--- config.mk ---
export PLATFORM = sky130hd
export DESIGN_NAME = ro_puf_sampler_flat
export DESIGN_NICKNAME = d
export VERILOG_FILES = /design/src/rtl/ro_puf_sampler_if.sv /design/src/rtl/ro_puf_sampler.sv /design/src/flat_wrapper.sv
export SDC_FILE = /design/constraint.sdc
export NUM_CORES = 1
export LEC_CHECK = 0
export ABC_AREA = 0
export CORE_MARGIN = 2
export CORE_UTILIZATION = 36
export CTS_BUF_LIST = sky130_fd_sc_hd__clkbuf_8
export CTS_CLUSTER_DIAMETER = 100
export DETAILED_ROUTE_END_ITERATION = 6
export SLEW_MARGIN = 20
export SYNTH_ARGS = -nofsm -noshare
export SYNTH_HDL_FRONTEND = slang
export SYNTH_SLANG_ARGS = --single-unit
--- constraint.sdc ---
create_clock -name clk -period 9.7 [get_ports clk]
set_clock_uncertainty 0.15 [all_clocks]
set_input_delay 1.455 -clock clk [delete_from_list [all_inputs] [get_ports clk]]
set_output_delay 1.455 -clock clk [all_outputs]
set_load 0.01 [all_outputs]
--- src/rtl/ro_puf_sampler_if.sv ---
// Bundle of request, PUF-array and result signals between the RO PUF sampler
// and its controller; parameters must match those of the attached sampler.
`timescale 1ns/1ps
interface ro_puf_sampler_if #(
    parameter int N_RO  = 9,
    parameter int CNT_W = 16,
    parameter int WIN_W = 16
);
    localparam int SEL_W = $clog2(N_RO);

    logic             start;
    logic [WIN_W-1:0] window;
    logic [CNT_W-1:0] margin;
    logic             ro_in;
    logic [SEL_W-1:0] ro_select;
    logic             ro_en;
    logic             busy;
    logic             valid;
    logic [N_RO-2:0]  response;
    logic [N_RO-2:0]  mask;

    modport master (
        output start, window, margin, ro_in,
        input  ro_select, ro_en, busy, valid, response, mask
    );

    modport slave (
        input  start, window, margin, ro_in,
        output ro_select, ro_en, busy, valid, response, mask
    );
endinterface

--- src/rtl/ro_puf_sampler.sv ---
// Ring-oscillator PUF sampler: counts synchronised edges of each RO over a window
// and compares adjacent counts. Define PUF_MASK_EN to build the reliability mask.
`timescale 1ns/1ps
module ro_puf_sampler #(
    parameter int N_RO  = 9,
    parameter int CNT_W = 16,
    parameter int WIN_W = 16
) (
    input  logic            clk,
    input  logic            rst,
    ro_puf_sampler_if.slave bus
);
    localparam int SEL_W = $clog2(N_RO);
    localparam logic [SEL_W-1:0] LAST_RO     = SEL_W'(N_RO - 1);
    localparam logic [SEL_W-1:0] LAST_PAIR   = SEL_W'(N_RO - 2);
    localparam logic [SEL_W-1:0] SEL_ONE     = SEL_W'(1);
    localparam logic [WIN_W-1:0] WIN_ONE     = WIN_W'(1);
    localparam logic [WIN_W-1:0] SETTLE_LAST = WIN_W'(3);
    localparam logic [CNT_W-1:0] CNT_ONE     = CNT_W'(1);

    typedef enum logic [2:0] {
        S_IDLE,
        S_CLEAR,
        S_SELECT,
        S_SETTLE,
        S_COUNT,
        S_STORE,
        S_COMPARE,
        S_DONE
    } state_t;

    state_t           state_q, state_d;
    logic [SEL_W-1:0] idx_q, idx_d;
    logic [WIN_W-1:0] win_len_q, win_len_d;
    logic [WIN_W-1:0] win_cnt_q, win_cnt_d;
    logic [CNT_W-1:0] edge_cnt_q, edge_cnt_d;
    logic [SEL_W-1:0] ro_select_q, ro_select_d;
    logic             ro_en_q, ro_en_d;
    logic             busy_q, busy_d;
    logic             valid_q, valid_d;
    logic [N_RO-2:0]  response_q, response_d;
    logic [CNT_W-1:0] count_q [N_RO];
    logic [CNT_W-1:0] count_d [N_RO];

    logic sync1_q, sync2_q, sync3_q;
    logic edge_det;
    logic clear_en;
    logic store_en;
    logic cmp_en;
`ifdef PUF_MASK_EN
    logic latch_en;
`endif

    // Two-flop synchroniser followed by a delay flop for rising-edge detection
    always_ff @(posedge clk) begin
        if (rst) begin
            sync1_q <= 1'b0;
            sync2_q <= 1'b0;
            sync3_q <= 1'b0;
        end else begin
            sync1_q <= bus.ro_in;
            sync2_q <= sync1_q;
            sync3_q <= sync2_q;
        end
    end

    assign edge_det = sync2_q & ~sync3_q;

    always_ff @(posedge clk) begin
        if (rst) begin
            state_q     <= S_IDLE;
            idx_q       <= '0;
            win_len_q   <= WIN_ONE;
            win_cnt_q   <= '0;
            edge_cnt_q  <= '0;
            ro_select_q <= '0;
            ro_en_q     <= 1'b0;
            busy_q      <= 1'b0;
            valid_q     <= 1'b0;
            response_q  <= '0;
        end else begin
            state_q     <= state_d;
            idx_q       <= idx_d;
            win_len_q   <= win_len_d;
            win_cnt_q   <= win_cnt_d;
            edge_cnt_q  <= edge_cnt_d;
            ro_select_q <= ro_select_d;
            ro_en_q     <= ro_en_d;
            busy_q      <= busy_d;
            valid_q     <= valid_d;
            response_q  <= response_d;
        end
    end

    always_comb begin
        state_d     = state_q;
        idx_d       = idx_q;
        win_len_d   = win_len_q;
        win_cnt_d   = win_cnt_q;
        edge_cnt_d  = edge_cnt_q;
        ro_select_d = ro_select_q;
        ro_en_d     = ro_en_q;
        busy_d      = busy_q;
        valid_d     = valid_q;
        clear_en    = 1'b0;
        store_en    = 1'b0;
        cmp_en      = 1'b0;
`ifdef PUF_MASK_EN
        latch_en    = 1'b0;
`endif
        case (state_q)
            S_IDLE: begin
                if (bus.start) begin
                    state_d   = S_CLEAR;
                    win_len_d = (bus.window == '0) ? WIN_ONE : bus.window;
                    busy_d    = 1'b1;
                    valid_d   = 1'b0;
`ifdef PUF_MASK_EN
                    latch_en  = 1'b1;
`endif
                end
            end
            S_CLEAR: begin
                clear_en = 1'b1;
                idx_d    = '0;
                state_d  = S_SELECT;
            end
            S_SELECT: begin
                ro_select_d = idx_q;
                ro_en_d     = 1'b1;
                win_cnt_d   = '0;
                edge_cnt_d  = '0;
                state_d     = S_SETTLE;
            end
            S_SETTLE: begin
                // Edges seen here are synchroniser residue from the mux switch
                if (win_cnt_q == SETTLE_LAST) begin
                    win_cnt_d = '0;
                    state_d   = S_COUNT;
                end else begin
                    win_cnt_d = win_cnt_q + WIN_ONE;
                end
            end
            S_COUNT: begin
                if (edge_det && (edge_cnt_q != '1)) begin
                    edge_cnt_d = edge_cnt_q + CNT_ONE;
                end
                if (win_cnt_q == (win_len_q - WIN_ONE)) begin
                    ro_en_d = 1'b0;
                    state_d = S_STORE;
                end else begin
                    win_cnt_d = win_cnt_q + WIN_ONE;
                end
            end
            S_STORE: begin
                store_en = 1'b1;
                if (idx_q == LAST_RO) begin
                    idx_d   = '0;
                    state_d = S_COMPARE;
                end else begin
                    idx_d   = idx_q + SEL_ONE;
                    state_d = S_SELECT;
                end
            end
            S_COMPARE: begin
                cmp_en = 1'b1;
                if (idx_q == LAST_PAIR) begin
                    state_d = S_DONE;
                end else begin
                    idx_d = idx_q + SEL_ONE;
                end
            end
            S_DONE: begin
                valid_d = 1'b1;
                busy_d  = 1'b0;
                state_d = S_IDLE;
            end
            default: begin
                state_d = S_IDLE;
            end
        endcase
    end

    genvar gi;
    generate
        for (gi = 0; gi < N_RO; gi++) begin : g_count
            assign count_d[gi] = clear_en ? '0 :
                                 (store_en && (idx_q == SEL_W'(gi))) ? edge_cnt_q :
                                 count_q[gi];

            always_ff @(posedge clk) begin
                if (rst) begin
                    count_q[gi] <= '0;
                end else begin
                    count_q[gi] <= count_d[gi];
                end
            end
        end
    endgenerate

    // One adjacent pair is evaluated per COMPARE cycle, selected by idx
    logic [CNT_W-1:0] cnt_a;
    logic [CNT_W-1:0] cnt_b;
    logic             pair_lt;

    assign cnt_a   = count_q[idx_q];
    assign cnt_b   = count_q[idx_q + SEL_ONE];
    assign pair_lt = (cnt_a < cnt_b);

    generate
        for (gi = 0; gi < N_RO - 1; gi++) begin : g_resp
            assign response_d[gi] = clear_en ? 1'b0 :
                                    (cmp_en && (idx_q == SEL_W'(gi))) ? pair_lt :
                                    response_q[gi];
        end
    endgenerate

`ifdef PUF_MASK_EN
    logic [CNT_W-1:0] margin_q, margin_d;
    logic [CNT_W:0]   diff_ab;
    logic [CNT_W:0]   diff_ba;
    logic [CNT_W:0]   abs_diff;
    logic             pair_ok;
    logic [N_RO-2:0]  mask_q, mask_d;

    assign margin_d = latch_en ? bus.margin : margin_q;
    assign diff_ab  = {1'b0, cnt_a} - {1'b0, cnt_b};
    assign diff_ba  = {1'b0, cnt_b} - {1'b0, cnt_a};
    assign abs_diff = pair_lt ? diff_ba : diff_ab;
    assign pair_ok  = (abs_diff >= {1'b0, margin_q});

    generate
        for (gi = 0; gi < N_RO - 1; gi++) begin : g_mask
            assign mask_d[gi] = clear_en ? 1'b0 :
                                (cmp_en && (idx_q == SEL_W'(gi))) ? pair_ok :
                                mask_q[gi];
        end
    endgenerate

    always_ff @(posedge clk) begin
        if (rst) begin
            margin_q <= '0;
            mask_q   <= '0;
        end else begin
            margin_q <= margin_d;
            mask_q   <= mask_d;
        end
    end

    assign bus.mask = mask_q;
`else
    assign bus.mask = '1;
`endif

    assign bus.ro_select = ro_select_q;
    assign bus.ro_en     = ro_en_q;
    assign bus.busy      = busy_q;
    assign bus.valid     = valid_q;
    assign bus.response  = response_q;

endmodule
--- src/flat_wrapper.sv ---
// flat-port wrapper written by rule: the top's interface ports become plain ports
module ro_puf_sampler_flat 
#(
    parameter int N_RO  = 9,
    parameter int CNT_W = 16,
    parameter int WIN_W = 16
)
  (clk, rst, bus_start, bus_window, bus_margin, bus_ro_in, bus_ro_select, bus_ro_en, bus_busy, bus_valid, bus_response, bus_mask);
  ro_puf_sampler_if #(.N_RO(N_RO), .CNT_W(CNT_W), .WIN_W(WIN_W)) bus_i ();
  input  logic clk;
  input  logic rst;
  input wire logic [$bits(bus_i.start)-1:0] bus_start;
  input wire logic [$bits(bus_i.window)-1:0] bus_window;
  input wire logic [$bits(bus_i.margin)-1:0] bus_margin;
  input wire logic [$bits(bus_i.ro_in)-1:0] bus_ro_in;
  output wire logic [$bits(bus_i.ro_select)-1:0] bus_ro_select;
  output wire logic [$bits(bus_i.ro_en)-1:0] bus_ro_en;
  output wire logic [$bits(bus_i.busy)-1:0] bus_busy;
  output wire logic [$bits(bus_i.valid)-1:0] bus_valid;
  output wire logic [$bits(bus_i.response)-1:0] bus_response;
  output wire logic [$bits(bus_i.mask)-1:0] bus_mask;
  assign bus_i.start = bus_start;
  assign bus_i.window = bus_window;
  assign bus_i.margin = bus_margin;
  assign bus_i.ro_in = bus_ro_in;
  assign bus_ro_select = bus_i.ro_select;
  assign bus_ro_en = bus_i.ro_en;
  assign bus_busy = bus_i.busy;
  assign bus_valid = bus_i.valid;
  assign bus_response = bus_i.response;
  assign bus_mask = bus_i.mask;
  ro_puf_sampler #(.N_RO(N_RO), .CNT_W(CNT_W), .WIN_W(WIN_W)) u_core (.clk(clk), .rst(rst), .bus(bus_i));
endmodule
==> run_results.csv <==
group,metric,value,unit
synthesis,ys_seq_area_frac,0.5060,
synthesis,synthFlopType,"edfxtp_1",
placement,place.gp.congestion,0.8089,
worst_setup_path,crit_buf_inv,2,
floorplanning,initial_utilization,0.3664,
power,power_density,220.7,nW/µm²
worst_setup_path,crit_slowest_cell,"mux4_2",
sta,worstMarginPinSlew,1.112,ns
power,leakage,4.418,nW
global_routing,gr-usage-all-layers,0.1802,
clock_network,htreeDepth,2,
synthesis,syn_area_per_cell,10.76,µm²
floorplanning,die_w,183.4,µm
placement,dp_cells,1466,
sta,fmax,238.6,MHz
synthesis,ys_seq_elements,221,
power,total_power,0.002885,W
synthesis,synth_top_area_frac,0.3730,
detailed_routing,avgViaCountPerCell,5.516,
clock_network,clk_latency,0.56,ns
detailed_routing,drtAntennaViolNets,0,
cells_and_area,syn2layout_area_growth,12.79,%
floorplanning,die_h,183.4,µm
job,maxCapViolations,0,
synthesis,syn_area,11590,µm²
worst_setup_path,path_cells,"inv_1, ha_2, buf_4, mux4_2, mux2i_1, nand2_1, o21ai_0, ha_1, a21o_1, a21o_1, a21oi_1, o31ai_1, a311o_1, o21ai_0",
synthesis,synthTopCellsByArea,"edfxtp_1 (37%), dfxtp_1 (13%), mux4_2 (12%), nor2_1 (6.4%), nand2_1 (4.6%)",
cells_and_area,stdcell_count,1536,
sta,fin_tns_setup,0,ns
floorplanning,coreArea,31640,µm²
detailed_routing,wl_per_cell,19.43,µm
clock_network,ctsResizeCount,0,
global_routing,grt_max_degree,52,
synthesis,synth_edf_count,144,
synthesis,yosysWarnings,0,
global_routing,grt_pass1_wl,46700,µm
detailed_routing,wl_met1,13120,µm
detailed_routing,routed_wirelength,29840,µm
worst_setup_path,critPathKind,"flip-flop to flip-flop",
floorplanning,placementRows,65,
synthesis,syn_inst,1077,
outcome,status,"complete, no violations",
placement,dp_hpwl,18290,µm
synthesis,async_reset_ff_frac,0,
clock_network,path_clk_slew,0.06,ns
worst_setup_path,cp.required,10.02,ns
clock_network,clockBufferDepth,3,
sta,setup_viol,0,
floorplanning,ios,59,
detailed_routing,wl_met2,14090,µm
cells_and_area,drive_gt1_frac,0.1376,
cells_and_area,stdcell_area,13080,µm²
cells_and_area,antenna_cells,0,
clock_network,postCtsHoldBufs,0,
clock_network,cts_buffers,40,
sta,post-route-period-util,0.4321,
placement,placed_area,12320,µm²
power,irDropWorstVdd,0.1005,mV
worst_setup_path,path_delay_family,"compound AO/OA/AOI/OAI gates",
detailed_routing,dr.pass1.iters,5,
clock_network,cts_root_buf,"clkbuf_8",
sta,slew-limit-headroom,0.2570,
worst_setup_path,startpoint_type,"flip-flop",
sta,hold_viol_final,0,
sta,fin_crit,4.191,ns
sta,whs,0.2845,ns
sta,slew_violations,0,
detailed_routing,initialDrtViolationCount,769,
detailed_routing,top_layer_used,"met4",
worst_setup_path,cp_max_fo,32,
clock_network,cts_setup_buffers,0,
floorplanning,die_area,33650,µm²
worst_setup_path,cp-end-kind,"flip-flop",
cells_and_area,n_fill_cell,2980,
clock_network,cts_tree,"built",
placement,numPortBuffers,34,
min_path,hp-class,"flip-flop to flip-flop",
worst_setup_path,cp.arrival,4.51,ns
global_routing,grt_pass1_vias,8284,
detailed_routing,dr_wl_met3,2004,µm
synthesis,synth_cell_type_count,60,
detailed_routing,drc,0,
global_routing,grt-ovfl-total,0,
cells_and_area,nets,1168,
sta,rsz0062_at_grt,"no",
global_routing,grt_antenna_before_repair,0,
clock_network,cts_sinks,221,
worst_setup_path,max_stage_delay,0.58,ns
synthesis,synth_top_area_cell,"edfxtp_1",
detailed_routing,vias,8472,
## cell type report
class                   count  area (µm²)  area share
flip-flops and latches    221        5868      0.4488
multi-input cells         783        5460      0.4176
clock buffers              46       633.1     0.04842
well taps                 402       503.0     0.03847
repair buffers             50       455.4     0.03483
clock inverters            24       117.6    0.008995
inverters                  10       37.54    0.002871
## state kept, by name (all words and copies together) (netlist names), named ones only
register and cells:
u_core.count_q 144, u_core.edge_cnt_q 16, u_core.win_cnt_q 16, u_core.win_len_q 16, u_core.bus.response 8, u_core.bus.ro_select 4
u_core.idx_q 4, u_core.state_q 3, u_core.bus.busy 1, u_core.bus.ro_en 1, u_core.bus.valid 1, u_core.sync1_q 1
u_core.sync2_q 1, u_core.sync3_q 1
## cell usage in the layout (no fill, tap or decap), types with 3 or more instances in the layout
cell,netlist,final
clkdlybuf4s50_1,0,33
a21oi_1,54,54
a31oi_1,4,4
edfxtp_1,144,144
nor3_1,11,11
nor4_1,9,9
nand3b_1,5,5
clkinvlp_4,0,3
xor2_1,12,10
nor2_1,198,198
o21ai_2,0,7
nor3b_1,5,5
inv_1,9,26
and3_1,11,11
and2_1,7,7
a41oi_1,3,3
xnor2_1,23,23
mux2i_1,36,36
nand4_1,9,9
or3_1,5,5
o21ai_0,61,54
ha_1,26,25
nand2b_1,9,9
nand3_1,28,28
clkinv_2,0,3
o21a_1,3,3
a22oi_1,3,3
buf_4,9,16
mux4_2,64,64
dfxtp_1,77,75
conb_1,1,8
a21boi_0,3,3
nand2_1,142,142
clkbuf_8,0,46
a211oi_1,3,3
nor2b_1,6,6
a21o_1,5,5
## cell usage after synthesis (all sizes together), types with 6 or more instances
cell / number
dfxtp: 77
xnor2: 23
and3: 11
nand2b: 9
nor3: 11
buf: 19
ha: 26
inv: 9
and2: 7
nand4: 9
nor2b: 6
mux2i: 36
nor4: 10
nor2: 198
nand3: 28
xor2: 12
o21ai: 63
mux4: 64
a21oi: 54
edfxtp: 144
clkbuf: 51
nand2: 142
## through the flow
step | setup WS (ns) | utilization
finish | 5.509 | 0.4133
global route | 5.190 | 0.4133
CTS | 5.424 | 0.4133
detailed placement | 5.442 | 0.3896
global placement | 5.471 | 0.3896
floorplan | 5.148 | -
## final timing paths
path         cells after the start                    startpoint                             endpoint  slack (ns)
max reg2reg                     14  u_core.idx_q[1]$_SDFFE_PP0P_  u_core.bus.response[1]$_SDFFE_PP0P_        5.51
min reg2reg                      1     u_core.sync1_q$_SDFF_PP0_            u_core.sync2_q$_SDFF_PP0_        0.28
max                             14  u_core.idx_q[1]$_SDFFE_PP0P_  u_core.bus.response[1]$_SDFFE_PP0P_        5.51
min                              1     u_core.sync1_q$_SDFF_PP0_            u_core.sync2_q$_SDFF_PP0_        0.28
## cell families (layout without fill, tap and decap cells)
group	count (synthesis)	in the layout	synth area share
and+or+nand+nor	456	456	0.1728
DFF	221	221	0.5060
AOI/OAI and AO/OA	158	158	0.08192
muxes	100	100	0.1554
buffers and inverters	80	130	0.02903
xor gates and xnor gates	35	35	0.02644
adders and majority gates	26	26	0.02806
other	1	8	0.0003235
## power breakdown
group | switching (W) | internal [W] | leakage (nW) | total [W]
sequential | 0.0000902 | 0.00120 | 2.17 | 0.00129
clock | 0.000387 | 0.000433 | 0.440 | 0.000820
combinational | 0.000489 | 0.000286 | 1.80 | 0.000775
## per-layer routing
layer | vias to the layer above | GRT usage
li1 | 3957 | -
met1 | 4185 | 0.2432
met2 | 280 | 0.2934
met3 | 50 | 0.03625
met4 | 0 | 0.05440
met5 | - | 0
(Power assumes the default switching activity.)
